## src/rtl/cmp_pkg.sv

```systemverilog
// Shared types for the iterative comparator: MODE encoding, FSM states and
// the mapping from the registered magnitude relation to the selected result.
package cmp_pkg;

  typedef enum logic [2:0] {
    ModeUgt = 3'b000,
    ModeUge = 3'b001,
    ModeUlt = 3'b010,
    ModeUle = 3'b011,
    ModeEq  = 3'b100,
    ModeNe  = 3'b101,
    ModeSgt = 3'b110,
    ModeSlt = 3'b111
  } mode_e;

  typedef enum logic [1:0] {
    StIdle = 2'b00,
    StRun  = 2'b01,
    StDone = 2'b10
  } state_e;

  // Signed modes reuse gt/lt: when signed handling is built in, the sign-bit
  // inversion in the MSB chunk already turned the relation into a signed one.
  function automatic logic cmp_result(input mode_e mode, input logic gt, input logic eq,
                                      input logic lt);
    logic res;
    res = 1'b0;
    case (mode)
      ModeUgt, ModeSgt: res = gt;
      ModeUge:          res = gt | eq;
      ModeUlt, ModeSlt: res = lt;
      ModeUle:          res = lt | eq;
      ModeEq:           res = eq;
      ModeNe:           res = ~eq;
      default:          res = 1'b0;
    endcase
    return res;
  endfunction

endpackage

```

## src/rtl/cmp_chunk.sv

```systemverilog
// Combinational unsigned compare of one chunk using the subtract/borrow-out
// method: the borrow of a-b gives lt, a non-zero difference without borrow gives gt.
module cmp_chunk #(
  parameter int unsigned Width = 4
) (
  input  logic [Width-1:0] a_i,
  input  logic [Width-1:0] b_i,
  output logic             gt_o,
  output logic             lt_o
);

  logic [Width:0] diff;

  assign diff = {1'b0, a_i} - {1'b0, b_i};
  assign lt_o = diff[Width];
  assign gt_o = ~diff[Width] & (|diff[Width-1:0]);

endmodule

```

## src/rtl/cmp_iter.sv

```systemverilog
// Iterative magnitude comparator: walks CHUNK-bit slices from the MSB down and
// stops at the first mismatch. Define CMP_ITER_SIGNED_EN to build signed MODE 110/111.
module cmp_iter
  import cmp_pkg::*;
#(
  parameter int unsigned WIDTH = 16,
  parameter int unsigned CHUNK = 4
) (
  input  logic             CLK,
  input  logic             RESETN,
  input  logic [WIDTH-1:0] I0,
  input  logic [WIDTH-1:0] I1,
  input  logic [2:0]       MODE,
  input  logic             VALID_IN,
  output logic             READY_OUT,
  output logic             VALID_OUT,
  input  logic             READY_IN,
  output logic             O,
  output logic             GT,
  output logic             EQ,
  output logic             LT
);

  localparam int unsigned NCHUNK = WIDTH / CHUNK;
  localparam int unsigned IdxW   = (NCHUNK > 1) ? $clog2(NCHUNK) : 1;
  localparam logic [IdxW-1:0] IdxMsb = IdxW'(NCHUNK - 1);

  state_e           state_q, state_d;
  mode_e            mode_q, mode_d;
  logic [WIDTH-1:0] a_q, a_d;
  logic [WIDTH-1:0] b_q, b_d;
  logic [IdxW-1:0]  idx_q, idx_d;
  logic             gt_q, gt_d;
  logic             eq_q, eq_d;
  logic             lt_q, lt_d;

  logic [CHUNK-1:0] chunk_a, chunk_b;
  logic             chunk_gt, chunk_lt;

  // Chunk selection; signed modes flip the operand sign bits in the MSB chunk.
  always_comb begin
    chunk_a = a_q[idx_q*CHUNK +: CHUNK];
    chunk_b = b_q[idx_q*CHUNK +: CHUNK];
`ifdef CMP_ITER_SIGNED_EN
    if ((idx_q == IdxMsb) && ((mode_q == ModeSgt) || (mode_q == ModeSlt))) begin
      chunk_a[CHUNK-1] = ~chunk_a[CHUNK-1];
      chunk_b[CHUNK-1] = ~chunk_b[CHUNK-1];
    end
`endif
  end

  cmp_chunk #(
    .Width(CHUNK)
  ) u_cmp_chunk (
    .a_i (chunk_a),
    .b_i (chunk_b),
    .gt_o(chunk_gt),
    .lt_o(chunk_lt)
  );

  // State register
  always_ff @(posedge CLK or negedge RESETN) begin
    if (!RESETN) begin
      state_q <= StIdle;
      mode_q  <= ModeUgt;
      a_q     <= '0;
      b_q     <= '0;
      idx_q   <= '0;
      gt_q    <= 1'b0;
      eq_q    <= 1'b0;
      lt_q    <= 1'b0;
    end else begin
      state_q <= state_d;
      mode_q  <= mode_d;
      a_q     <= a_d;
      b_q     <= b_d;
      idx_q   <= idx_d;
      gt_q    <= gt_d;
      eq_q    <= eq_d;
      lt_q    <= lt_d;
    end
  end

  // Next-state and datapath update
  always_comb begin
    state_d = state_q;
    mode_d  = mode_q;
    a_d     = a_q;
    b_d     = b_q;
    idx_d   = idx_q;
    gt_d    = gt_q;
    eq_d    = eq_q;
    lt_d    = lt_q;

    unique case (state_q)
      StIdle: begin
        if (VALID_IN) begin
          a_d     = I0;
          b_d     = I1;
          mode_d  = mode_e'(MODE);
          idx_d   = IdxMsb;
          gt_d    = 1'b0;
          eq_d    = 1'b0;
          lt_d    = 1'b0;
          state_d = StRun;
        end
      end
      StRun: begin
        if (chunk_gt) begin
          gt_d    = 1'b1;
          state_d = StDone;
        end else if (chunk_lt) begin
          lt_d    = 1'b1;
          state_d = StDone;
        end else if (idx_q == '0) begin
          eq_d    = 1'b1;
          state_d = StDone;
        end else begin
          idx_d = idx_q - 1'b1;
        end
      end
      StDone: begin
        if (READY_IN) begin
          // Relation flags only mean something while the result is presented.
          gt_d    = 1'b0;
          eq_d    = 1'b0;
          lt_d    = 1'b0;
          idx_d   = '0;
          state_d = StIdle;
        end
      end
      default: state_d = StIdle;
    endcase
  end

  // Outputs
  always_comb begin
    READY_OUT = (state_q == StIdle);
    VALID_OUT = (state_q == StDone);
    O         = (state_q == StDone) && cmp_result(mode_q, gt_q, eq_q, lt_q);
    GT        = gt_q;
    EQ        = eq_q;
    LT        = lt_q;
  end

endmodule

```

## config.mk

```make
export PLATFORM = sky130hd
export DESIGN_NAME = cmp_iter
export DESIGN_NICKNAME = d
export VERILOG_FILES = /design/src/rtl/cmp_pkg.sv /design/src/rtl/cmp_chunk.sv /design/src/rtl/cmp_iter.sv
export SDC_FILE = /design/constraint.sdc
export NUM_CORES = 1
export LEC_CHECK = 0
export CAP_MARGIN = 20
export CORE_UTILIZATION = 39
export CTS_BUF_LIST = sky130_fd_sc_hd__clkbuf_8
export CTS_CLUSTER_DIAMETER = 100
export DETAILED_ROUTE_END_ITERATION = 8
export SLEW_MARGIN = 20
export SYNTH_ARGS = -nofsm -noshare
export SYNTH_HDL_FRONTEND = slang
export SYNTH_HIERARCHICAL = 1
export SYNTH_SLANG_ARGS = --single-unit
```

## constraint.sdc

```tcl
create_clock -name CLK -period 4.05 [get_ports CLK]
set_clock_uncertainty 0.05 [all_clocks]
set_input_delay 0.81 -clock CLK [delete_from_list [all_inputs] [get_ports CLK]]
set_output_delay 0.81 -clock CLK [all_outputs]
set_load 0.05 [all_outputs]
```

==> results.toml <==
[logic_synthesis]
async_flop_share_pct = 100.0
synth_common_cells = "dfrtp_1, mux2_2, inv_1"
synth-seq-area-share_pct = 49.67
yosysTopAreaCellShare_pct = 49.67
netlist_instances = 151
post_synth.cell_area_avg_um2 = 14.01
syn-cell-area_um2 = 2116
synth_area_leader_cell = "dfrtp_1"
synth.net_count = 196
synth_ff_type = "dfrtp_1"
synth.most_common_cell = "dfrtp_1"
synthTopCellsByArea = "dfrtp_1, mux2_2, mux4_2"
synth_edf_count = 0
ys_types = 36
ys_seq_elements = 42
yosysWarningCount = 6

[global_routing]
grt_antenna_before_repair = 0
overflow = 0
grt_usage_pct = 15.81
grt_max_degree = 43
grt_pass1_vias = 1422
grt_first_pass_wirelength_um = 6582

[floorplan]
dieArea_um2 = 5724
ios = 45
initial_utilization_pct = 40.90
die_w_um = 75.66
core_um2 = 5172
die_h_um = 75.66
core.rowCount = 26

[clock_tree]
clock-sinks = 42
path_clk_slew_ns = 0.07
cts_buffer_depth = 2
cts_hold_buf = 0
cts.htree.levels = 2
clk_latency_ns = 0.29
cts_buffers = 5
clockRootBuffer = "clkbuf_8"
post_cts_buffers = 0
cts_tree = "done"
cts_resized = 0

[sta]
hold_viol_final = 0
rsz0062_at_grt = "no"
fin_hold_ws_ns = 0.4374
drv_slew = 0
slew_headroom_pct = 39.01
worstMarginPinSlew_ns = 0.9149
timing.final.crit_share_pct = 85.81
period_needed_ns = 3.475
fin_setup_tns_ns = 0
fmax_ghz = 0.2877
final-setup-viol-count = 0

[worst_setup_path]
start_kind = "flip-flop"
arrival_ns = 3.65
path_max_fanout = 11
startpoint = "idx_q[0]$_DFFE_PN0P_"
crit_family = "compound AO/OA/AOI/OAI gates"
reg2reg_depth = 11
max_stage_delay_ns = 0.73
cp_slowest_cell = "dfrtp_1"
critPathRequiredTime_ns = 4.22
cp_cell_sequence = "mux4_2 -> inv_1 -> ha_1 -> inv_1 -> fa_1 -> a21o_2 -> a21oi_2 -> a21oi_2 -> or4b_4 -> o22ai_2 -> a2bb2oi_2"
path_class = "flip-flop to flip-flop"
crit-reg2reg-launch = "idx_q[0]$_DFFE_PN0P_"
rrSetupSlack_ns = 0.57
worst-path-buf-inv = 2
r2r_end = "idx_q[1]$_DFFE_PN0P_"
critPathCaptureType = "flip-flop"

[final_layout]
layout-drive-gt1-share_pct = 29.08
fillCellCount = 439
nets = 241
antenna_cells = 0
area_growth_pct = 26.79

[power]
pwr_density_cell_nw_per_um2 = 829.0
power_mw = 2.224
max-vdd-ir-drop_mv = 0.3308
leakagePower_nw = 1.135

[placement]
port_buffers = 44
dp_hpwl_um = 3028
gp_congestion = 0.8387

[drt]
vias = 1365
vias_per_cell = 5.132
wl_per_cell_um = 14.96
routed_wl_um = 3980
drt_iter0_drc = 103
ant_nets = 0
drc = 0
firstDrtPassIters = 4

[hold_path]
min_from = "a_q[11]$_DFFE_PN0P_"
hold_path_class = "flip-flop to flip-flop"
holdPathStages = 1
hold_path_end = "a_q[11]$_DFFE_PN0P_"

[job]
max_cap_violations = 0

[outcome]
outcome = "finished clean"
[placed cells by master (no fill, tap or decap), types with 2 or more instances in the layout]
| master | count |
|---|---|
| a32oi_1 | 2 |
| clkdlybuf4s50_1 | 43 |
| xor2_1 | 2 |
| mux2_1 | 2 |
| ha_1 | 5 |
| mux4_2 | 8 |
| clkbuf_8 | 5 |
| nor2_1 | 3 |
| o22ai_1 | 3 |
| mux2i_1 | 4 |
| a21oi_2 | 2 |
| dfrtp_1 | 42 |
| a21oi_1 | 3 |
| inv_1 | 16 |
| mux2_2 | 34 |
[worst max-delay path by stage]
stage | cells past startpoint | to | slack (ns)
2_1_floorplan | 12 | idx_q[1]$_DFFE_PN0P_ | 0.93
3_3_place_gp | 11 | idx_q[1]$_DFFE_PN0P_ | 0.67
3_5_place_dp | 11 | idx_q[1]$_DFFE_PN0P_ | 0.54
4_1_cts | 11 | idx_q[1]$_DFFE_PN0P_ | 0.52
5_1_grt | 11 | idx_q[1]$_DFFE_PN0P_ | 0.35
6_report | 11 | idx_q[1]$_DFFE_PN0P_ | 0.57
[kinds of logic (layout without fill, tap and decap cells)]
family / count (synthesis) / after routing / synth area share [%]
and+or+nand+nor: 12 / 12 / 4.081
DFF: 42 / 42 / 49.67
muxes: 48 / 48 / 29.57
adders and majority gates: 6 / 6 / 3.903
xor gates and xnor gates: 3 / 3 / 1.242
buffers and inverters: 21 / 66 / 4.376
AOI/OAI and AO/OA: 19 / 19 / 7.156
[routing by layer]
metal	global-route usage, %	up-vias	part of all wire [%]
met5	0	-	0
met4	5.556	0	1.7
met3	4.233	7	4.4
met2	26.29	35	50
met1	20.02	684	43
li1	-	639	-
[area by class of cell]
type | count | area, µm² | share of cell area (%)
clock inverter | 2 | 7.507 | 0.2799
tap | 70 | 87.58 | 3.265
multi-input combinational | 88 | 972.2 | 36.24
inverter | 14 | 52.55 | 1.959
sequential | 42 | 1051 | 39.18
timing repair buffer | 45 | 442.9 | 16.51
clock buffer | 5 | 68.82 | 2.565
[registers in the layout, summed over array words and instances (netlist names)]
| signal | count |
|---|---|
| EQ | 1 |
| GT | 1 |
| LT | 1 |
| a_q | 16 |
| b_q | 16 |
| idx_q | 2 |
| mode_q | 3 |
| state_q | 2 |
[power breakdown]
| group | internal [mW] | leakage [nW] | switching (mW) |
|---|---|---|---|
| clock network | 0.114 | 0.0466 | 0.132 |
| logic | 0.641 | 0.592 | 0.529 |
| registers | 0.626 | 0.496 | 0.182 |
| total | 1.38 | 1.13 | 0.843 |
[metrics by stage]
step / utilization, % / cell area, µm² / instances / setup slack [ns]
after CTS: 51.86 / 2683 / 266 / 0.5226
after global routing: 51.86 / 2683 / 266 / 0.3531
after detailed placement: 50.39 / 2606 / 259 / 0.5393
final: 51.86 / 2683 / 266 / 0.5746
after floorplan: - / 2116 / 151 / 0.9285
after global placement: 50.39 / 2606 / 259 / 0.6728
[worst register-to-register path: stages (launching register included)]
cell and delay [ns]:
dfrtp_1 0.73, mux4_2 0.59, inv_1 0.07, ha_1 0.15
inv_1 0.05, fa_1 0.41, a21o_2 0.22, a21oi_2 0.23
a21oi_2 0.09, or4b_4 0.51, o22ai_2 0.17, a2bb2oi_2 0.14
No activity file was read; power rests on OpenSTA's default activity.
